==> config.mk <==
export PLATFORM = sky130hd
export DESIGN_NAME = vstream_switch
export DESIGN_NICKNAME = d
export VERILOG_FILES = /design/src/rtl/vs_pkg.sv /design/src/rtl/vstream_mux_reg.sv /design/src/rtl/vstream_switch.sv
export SDC_FILE = /design/constraint.sdc
export NUM_CORES = 1
export LEC_CHECK = 0
export ABC_AREA = 1
export CAP_MARGIN = 20
export CORE_AREA = 10 10 174 176
export CTS_BUF_LIST = sky130_fd_sc_hd__clkbuf_16
export CTS_CLUSTER_DIAMETER = 80
export CTS_CLUSTER_SIZE = 30
export DETAILED_ROUTE_END_ITERATION = 16
export DIE_AREA = 0 0 184 186
export GPL_TIMING_DRIVEN = 0
export PLACE_DENSITY = 0.69
export SYNTH_ARGS = -nofsm -noshare
export SYNTH_HDL_FRONTEND = slang
export SYNTH_HIERARCHICAL = 1
export SYNTH_SLANG_ARGS = --single-unit
==> constraint.sdc <==
create_clock -name clk -period 3.8 [get_ports clk]
set_input_delay 0.76 -clock clk [delete_from_list [all_inputs] [get_ports clk]]
set_output_delay 0.76 -clock clk [all_outputs]
set_load 0.005 [all_outputs]
==> src/rtl/vs_pkg.sv <==
// Shared types and width helpers for the video stream switch.
package vs_pkg;

  typedef enum logic {RUN = 1'b0, WAIT = 1'b1} state_e;

  // Number of sideband bits carried next to each pixel (de, h_sync, v_sync).
  localparam int VS_SIDEBAND_W = 3;

  function automatic int cnt_width(input int timeout);
    return ($clog2(timeout) < 1) ? 1 : $clog2(timeout);
  endfunction

  function automatic int pix_lsb(input int ch, input int pix_w);
    return ch * pix_w;
  endfunction

endpackage

==> src/rtl/vstream_mux_reg.sv <==
// N_CH:1 stream mux feeding one output register stage.
module vstream_mux_reg
  import vs_pkg::*;
#(
  parameter int N_CH  = 16,
  parameter int PIX_W = 24,
  parameter int SEL_W = 4
) (
  input  logic                  clk,
  input  logic                  rst,
  input  logic [SEL_W-1:0]      idx,
  input  logic [N_CH*PIX_W-1:0] pixel_in,
  input  logic [N_CH-1:0]       de_in,
  input  logic [N_CH-1:0]       h_sync_in,
  input  logic [N_CH-1:0]       v_sync_in,
  output logic [PIX_W-1:0]      pixel_out,
  output logic                  de_out,
  output logic                  h_sync_out,
  output logic                  v_sync_out
);

  logic [PIX_W-1:0] pixel_d, pixel_q;
  logic             de_d, de_q, hs_d, hs_q, vs_d, vs_q;

  always_comb begin
    pixel_d = '0;
    de_d    = 1'b0;
    hs_d    = 1'b0;
    vs_d    = 1'b0;
    for (int k = 0; k < N_CH; k++) begin
      if (idx == SEL_W'(k)) begin
        pixel_d = pixel_in[pix_lsb(k, PIX_W) +: PIX_W];
        de_d    = de_in[k];
        hs_d    = h_sync_in[k];
        vs_d    = v_sync_in[k];
      end
    end
  end

  always_ff @(posedge clk or posedge rst) begin
    if (rst) begin
      pixel_q <= '0;
      de_q    <= 1'b0;
      hs_q    <= 1'b0;
      vs_q    <= 1'b0;
    end else begin
      pixel_q <= pixel_d;
      de_q    <= de_d;
      hs_q    <= hs_d;
      vs_q    <= vs_d;
    end
  end

  assign pixel_out  = pixel_q;
  assign de_out     = de_q;
  assign h_sync_out = hs_q;
  assign v_sync_out = vs_q;

endmodule

==> src/rtl/vstream_switch.sv <==
// Frame-aligned video stream selector: switches channels on the target's
// v_sync leading edge, or forcibly after TIMEOUT cycles without one.
module vstream_switch
  import vs_pkg::*;
#(
  parameter int   N_CH      = 16,
  parameter int   PIX_W     = 24,
  parameter int   SEL_W     = 4,
  parameter logic VS_ACTIVE = 1'b1,
  parameter int   TIMEOUT   = 1000000
) (
  input  logic                  clk,
  input  logic                  rst,
  input  logic [SEL_W-1:0]      select,
  input  logic [N_CH*PIX_W-1:0] pixel_in,
  input  logic [N_CH-1:0]       de_in,
  input  logic [N_CH-1:0]       h_sync_in,
  input  logic [N_CH-1:0]       v_sync_in,
  output logic [PIX_W-1:0]      pixel_out,
  output logic                  de_out,
  output logic                  h_sync_out,
  output logic                  v_sync_out,
  output logic [SEL_W-1:0]      active_sel,
  output logic                  pending,
  output logic                  switch_done,
  output logic                  switch_timeout
);

  localparam int CNT_W = cnt_width(TIMEOUT);
  localparam int SEL_N = 1 << SEL_W;

  state_e           state_q, state_d;
  logic [SEL_W-1:0] target_q, target_d, active_q, active_d, mux_idx;
  logic             vs_prev_q, vs_prev_d;
  logic [CNT_W-1:0] cnt_q, cnt_d;
  logic [SEL_N-1:0] vs_ext;
  logic             sel_ok, frame_start, done, tmo;

  // Widened so any select/target value indexes without a range check.
  assign vs_ext      = SEL_N'(v_sync_in);
  assign sel_ok      = ({1'b0, select} < (SEL_W+1)'(N_CH));
  assign frame_start = (vs_ext[target_q] == VS_ACTIVE) && (vs_prev_q != VS_ACTIVE);

  always_comb begin
    state_d   = state_q;
    target_d  = target_q;
    vs_prev_d = vs_prev_q;
    cnt_d     = cnt_q;
    active_d  = active_q;
    mux_idx   = active_q;
    done      = 1'b0;
    tmo       = 1'b0;
    case (state_q)
      RUN: begin
        if (sel_ok && select != active_q) begin
          target_d  = select;
          vs_prev_d = vs_ext[select];
          cnt_d     = '0;
          state_d   = WAIT;
        end
      end
      WAIT: begin
        if (select == active_q) begin
          state_d = RUN;
        end else if (sel_ok && select != target_q) begin
          target_d  = select;
          vs_prev_d = vs_ext[select];
          cnt_d     = '0;
        end else if (frame_start) begin
          active_d = target_q;
          mux_idx  = target_q;
          done     = 1'b1;
          state_d  = RUN;
        end else if (cnt_q == CNT_W'(TIMEOUT - 1)) begin
          active_d = target_q;
          mux_idx  = target_q;
          tmo      = 1'b1;
          state_d  = RUN;
        end else begin
          cnt_d     = cnt_q + 1'b1;
          vs_prev_d = vs_ext[target_q];
        end
      end
      default: state_d = RUN;
    endcase
  end

  always_ff @(posedge clk or posedge rst) begin
    if (rst) begin
      state_q   <= RUN;
      target_q  <= '0;
      vs_prev_q <= 1'b0;
      cnt_q     <= '0;
      active_q  <= '0;
    end else begin
      state_q   <= state_d;
      target_q  <= target_d;
      vs_prev_q <= vs_prev_d;
      cnt_q     <= cnt_d;
      active_q  <= active_d;
    end
  end

  vstream_mux_reg #(.N_CH(N_CH), .PIX_W(PIX_W), .SEL_W(SEL_W)) u_mux (
    .clk        (clk),
    .rst        (rst),
    .idx        (mux_idx),
    .pixel_in   (pixel_in),
    .de_in      (de_in),
    .h_sync_in  (h_sync_in),
    .v_sync_in  (v_sync_in),
    .pixel_out  (pixel_out),
    .de_out     (de_out),
    .h_sync_out (h_sync_out),
    .v_sync_out (v_sync_out)
  );

  assign active_sel     = active_q;
  assign pending        = (state_q == WAIT);
  assign switch_done    = done;
  assign switch_timeout = tmo;

endmodule

[After elaboration in Yosys (flattened, before gate mapping)]
Index checks and enable logic that the tools add are counted.
Cells by class
  bitwise operators: 2
  order comparisons: 2
  add/subtract/negate cells: 1
  muxes and demuxes: 104
  equality and inequality tests: 24
  reduce and logical (&&, ||, !) cells: 4
Operators by type and width (number)
  two-way mux 24 bit: 16
  two-way mux 20 bit: 5
  two-way mux 1 bit: 69
  one-hot mux 20 bit (2 select lines): 1
  == test 4 bit (second input constant): 8
  two-way mux 4 bit: 8
  adder 20 x 1 -> 20 bit (second input constant): 1
  == test 20 bit (second input constant): 1
  == test 4 x 3 -> 1 bit (second input constant): 4
  less-than comparator 4 x 5 -> 1 bit (second input constant): 2
  binary-select mux 1 bit (select 4 bit): 2
  == test 4 x 2 -> 1 bit (second input constant): 2
  != test 4 bit: 2
  one-hot mux 4 bit (2 select lines): 1
  == test 4 x 1 -> 1 bit (second input constant): 1
  == test 4 bit: 1
  zero test 4 bit: 1
  != test 2 bit (second input constant): 2
  one-hot mux 1 bit (2 select lines): 2
  AND reduction 4 bit: 1
  != test 3 x 2 -> 1 bit (second input constant): 1
  != test 3 bit (second input constant): 1
  AND reduction 3 bit: 1
  != test 2 x 1 -> 1 bit (second input constant): 1
  other kinds (2): 3
Storage, ports and cells
  input port bits: 438
  logic and storage cells: 146
  output and inout port bits: 34
  bits in registers: 57

[Depth between registers and ports, before layout]
  word-level depth: 24
  mapped depth: 25
  depth with buffers taken out: 22

[Hierarchy]
Netlist, hierarchy kept.
Modules (own cells, without submodules)
  vstream_mux_reg: area each 4393.0 µm², sequential area each 675.6 µm², cells an instance 859, instances 1
  vstream_switch: area each 2438.6 µm², sequential area each 750.7 µm², cells an instance 371, instances 1

[Worst setup path before layout]
Ideal clock, no wire load.
  path kind: input to register
  start point: input select[0]
  end point: register u_mux.pixel_q[11], in the netlist u_mux/pixel_out[11]
  required time: 3665 ps
  arrival time: 2930 ps
  path buffers: 4
  stages on the path: 21
  slack: 736 ps
  library setup time: 135 ps
  path through: buf_4 > xor2_1 > a21oi_2 > nand2_2 > buf_6 > inv_4 > nand3_4 > a21oi_2 > nand2_1 > nand2_1 > buf_6 > inv_2 > nand2_2 > nor2_4 > buf_2 > a21oi_1 > nand4_1 > nand2_1 > nand4_1 > nor3_1 > nand4_1
On the way
  cells in the longest elaborated chain, start to end: 21
  elaborated cells on any way between the ends: 37
  classes of those cells: eq/ne (17); mux (19); reduce/logical (1)
Ends and longest elaborated chain
  start: declaration: line vstream_switch.sv:14  | input logic [SEL_W-1:0] select,
  != test 4 bit: line vstream_switch.sv:65  | end else if (sel_ok && select != target_q) begin
  two-way mux 4 bit
  two-way mux 4 bit *
  two-way mux 4 bit *: line vstream_switch.sv:53  | case (state_q)
  zero test 4 bit: line vstream_mux_reg.sv:31  | if (idx == SEL_W'(k)) begin
  two-way mux 24 bit (15 in series): line vstream_mux_reg.sv:31
  two-way mux 24 bit *: line vstream_mux_reg.sv:31
  named net u_mux.pixel_d[11]: line vstream_mux_reg.sv:22  | logic [PIX_W-1:0] pixel_d, pixel_q;
  end signal: assignment: line vstream_mux_reg.sv:47  | pixel_q <= pixel_d;
  end: declaration: line vstream_mux_reg.sv:22
The timed path passes the listed nets; every way through them passes the cells marked *.
A chain may end at the register's enable or synchronous reset.

[Final worst setup path]
  start point: input select[2]
  end point: register u_mux.pixel_q[15], in the netlist u_mux/pixel_out[15]
The elaborated chain is that of the path after synthesis.

==> results.md <==
- Via count: 10100
- Slew HR: 53.3%
- Share of cells above drive strength 1: 8.73%
- Final worst path period share: 96.7%
- Number of global-route vias before repair: 9850
- Placed instance area: 12000 µm²
- Met2 routed WL: 24.3 mm
- Pin count of the biggest net entering global routing: 19
- Antenna Violating Nets Remaining: 0
- Most common cell after layout, fill and taps aside: clkdlybuf4s50_1
- Root Buffer: clkbuf_16
- Gpl congestion: between 0.9 and 1
- Router iterations before antenna repair: 5
- Crit path kind: in -> reg
- Post-Syn Instances: 1230
- CTS tree: built
- Skew final: 0.0105 ns
- CTS Buf Count: 9
- Die height: 186 µm
- Syn Nets: between 1500 and 2000
- H-tree lvl count: 3
- Seq/Total Area, Yosys: 20.9%
- Clock buffer depth: 2
- DRC: 0
- Max cap viols: 0
- Vias/cell: 4.87
- Fmax: 272 MHz
- Yosys warnings: 6
- R2R cell count: 22
- # IOs: 472
- Max FO, Critical Path: 10
- Placement-stage worst setup slack: -0.888 ns
- Endpoints failing setup: 0
- Status: completed
- Rows: 60
- Synth Cell Area: 6830 µm²
- Die width: 184 µm
- Grt ovf: 0
- Area of the multi-input gates: 4530 µm²
- Worst skew pair latency: about 0.35 ns
- Register area: between 1000 and 1500 µm²
- Clk sinks: 57
- Highest-count cells in the layout ignoring fill and taps: clkdlybuf4s50_1 (455), nand2_1 (403), inv_1 (157), nand3_1 (157), nor2_1 (145)
- Arr. time, crit path: between 3 and 4 ns
- Nets: ~2200
- DIE AREA: 34200 µm²
- Peak supply drop: 0.307 mV
- Synth area leaders: nand2_1 (23%), dfrtp_1 (21%), nand3_1 (12%), inv_1 (8.8%), nor2_1 (8.2%)
- Fillers: 2781
- Uppermost routed layer: met5
- Pins Over Slew Limit: 0
- Clock-pin slew of the registers on the worst-case setup and hold paths: 0.06 ns
- Post-Route WL: between 40 and 50 mm
- Final Cell Area: around 13000 µm²
- Yosys cell types: 34
- Static leakage power: 5.77 nW
- Synth top area share: 22.7%
- Clock period minus worst slack: 3.68 ns
- Slew @ Worst Pin: 0.701 ns
- Setup ws final: 0.124 ns
- Initial antenna violation count: 6
- Required time of the critical path: approximately 4 ns
- Hold Path Depth: 2
- Synth Register Bits: between 50 and 60
- M1 WL: 17.7 mm
- Global Route Usage Sum: 26.2%
- Critical path endpoint category: flop
- Pwr per Cell Area: around 520 nW/µm²
- Synth area leader: nand2_1
- Startpoint types: primary input
- Worst hold path type: reg -> reg
- Final Hold Vio Count: 0
- Starting DRT DRC Count: 704
- First-pass GRT wire length: 65.8 mm
- Met3 wire len: 4.23 mm
- HPWL after DPL: 40.6 mm
- Final core occ: between 40% and 50%
- Syn avg cell area: 5.55 µm²
- Port-buffer cells: 469
- Routed WL per cell: 22.8 µm
- Initial Utilization: roughly a quarter
- Area Overhead vs Synth: 85.6%
- Core ar.: 26700 µm²
flip-flops by register name, indices dropped and copies added, names as in the netlist:
| register | count |
|---|---|
| vs_prev_q | 1 |
| u_mux/v_sync_out | 1 |
| active_sel | 4 |
| u_mux/h_sync_out | 1 |
| u_mux/de_out | 1 |
| pending | 1 |
| target_q | 4 |
| cnt_q | 20 |
| u_mux/pixel_out | 24 |
metal layers:
metal  track usage [%]  vias to the layer above
met5                 0                        -
met4              6.00                        8
met3              7.82                       57
met2              47.1                      455
met1              29.8                     4670
li1                  -                     4905
Yosys cell counts:
| cell type | n |
|---|---|
| a21oi_1 | 46 |
| a21oi_2 | 2 |
| buf_2 | 23 |
| buf_4 | 12 |
| buf_6 | 14 |
| clkbuf_1 | 11 |
| dfrtp_1 | 57 |
| ha_1 | 1 |
| inv_1 | 161 |
| inv_2 | 5 |
| inv_4 | 2 |
| nand2_1 | 414 |
| nand2_2 | 7 |
| nand2_4 | 2 |
| nand3_1 | 164 |
| nand3_4 | 3 |
| nand4_1 | 79 |
| nand4_4 | 1 |
| nor2_1 | 149 |
| nor2_2 | 8 |
| nor2_4 | 7 |
| nor3_1 | 24 |
| nor3_4 | 1 |
| nor3b_1 | 1 |
| nor4_1 | 2 |
| nor4_2 | 1 |
| o211ai_1 | 4 |
| o21a_1 | 1 |
| o21ai_0 | 12 |
| o21ai_1 | 1 |
| o21ai_4 | 1 |
| or2_1 | 1 |
| xnor2_1 | 2 |
| xor2_1 | 11 |
layout make-up:
| class | count | area share [%] |
|---|---|---|
| buffer | 59 | 3.53 |
| sequential | 57 | 11.2 |
| multi-input combinational | 945 | 35.7 |
| clock inverter | 7 | 0.809 |
| clock buffer | 9 | 1.78 |
| tap | 341 | 3.36 |
| timing repair buffer | 485 | 38.5 |
| antenna | 3 | 0.0592 |
| inverter | 168 | 5.03 |
worst paths after layout:
path                       slack, ns             endpoint  startpoint
setup / recovery                0.12  u_mux/pixel_out[15]   select[2]
hold / removal                  0.54            vs_prev_q   vs_prev_q
setup reg to reg                0.24  u_mux/pixel_out[15]    cnt_q[0]
hold reg to reg                 0.54            vs_prev_q   vs_prev_q
max in group asynchronous       2.43   u_mux/pixel_out[6]         rst
min in group asynchronous       0.81            cnt_q[14]         rst
worst max-delay path: stages:
cell and delay, ns:
dlygate4sd2_1 0.28, xor2_1 0.18, nor3_2 0.19, nand2_2 0.11, buf_8 0.14, nor2_4 0.12, nand3_2 0.11, buf_4 0.16
nand3_1 0.11, nand2_4 0.11, buf_4 0.16, nand2_4 0.11, nor2_2 0.06, buf_6 0.14, buf_6 0.14, nand2_1 0.06
nand4_1 0.18, nand2_1 0.13, nand4_1 0.24, nor3_2 0.26, nand4_1 0.12
cell families after synthesis:
group	synth area share (%)
AO/OA/AOI/OAI	5.37
XOR/XNOR	1.67
AND/OR/NAND/NOR	56.7
buffers and inverters	15.2
flip-flops	20.9
adder cells (fa/ha/maj)	0.183
power breakdown:
part | switching (mW) | total [mW] | internal, mW
Sequential | 0.103 | 0.921 | 0.818
Clock | 0.344 | 0.924 | 0.580
Combinational | 2.86 | 4.77 | 1.91
Total | 3.30 | 6.61 | 3.31
stage by stage:
step	hold slack (ns)	instances	power [mW]	TNS, ns
floorplan	0.475	1230	3.32	0
global placement	0.490	2040	5.42	-18.80
detailed placement	0.513	2042	5.44	-18.70
CTS	0.527	2059	6.44	0
global route	0.585	2073	7.07	-0.0157
finish	0.537	2074	6.61	0
timing repair:
item | CTS | global route
gates resized for setup | 21 | 59
hold buffers | 0 | 0
pin swaps | 3 | 19
setup buffers | 1 | 13
endpoints found under the setup margin | 27 | 27
Note: power is estimated with default switching activity, not from simulation.
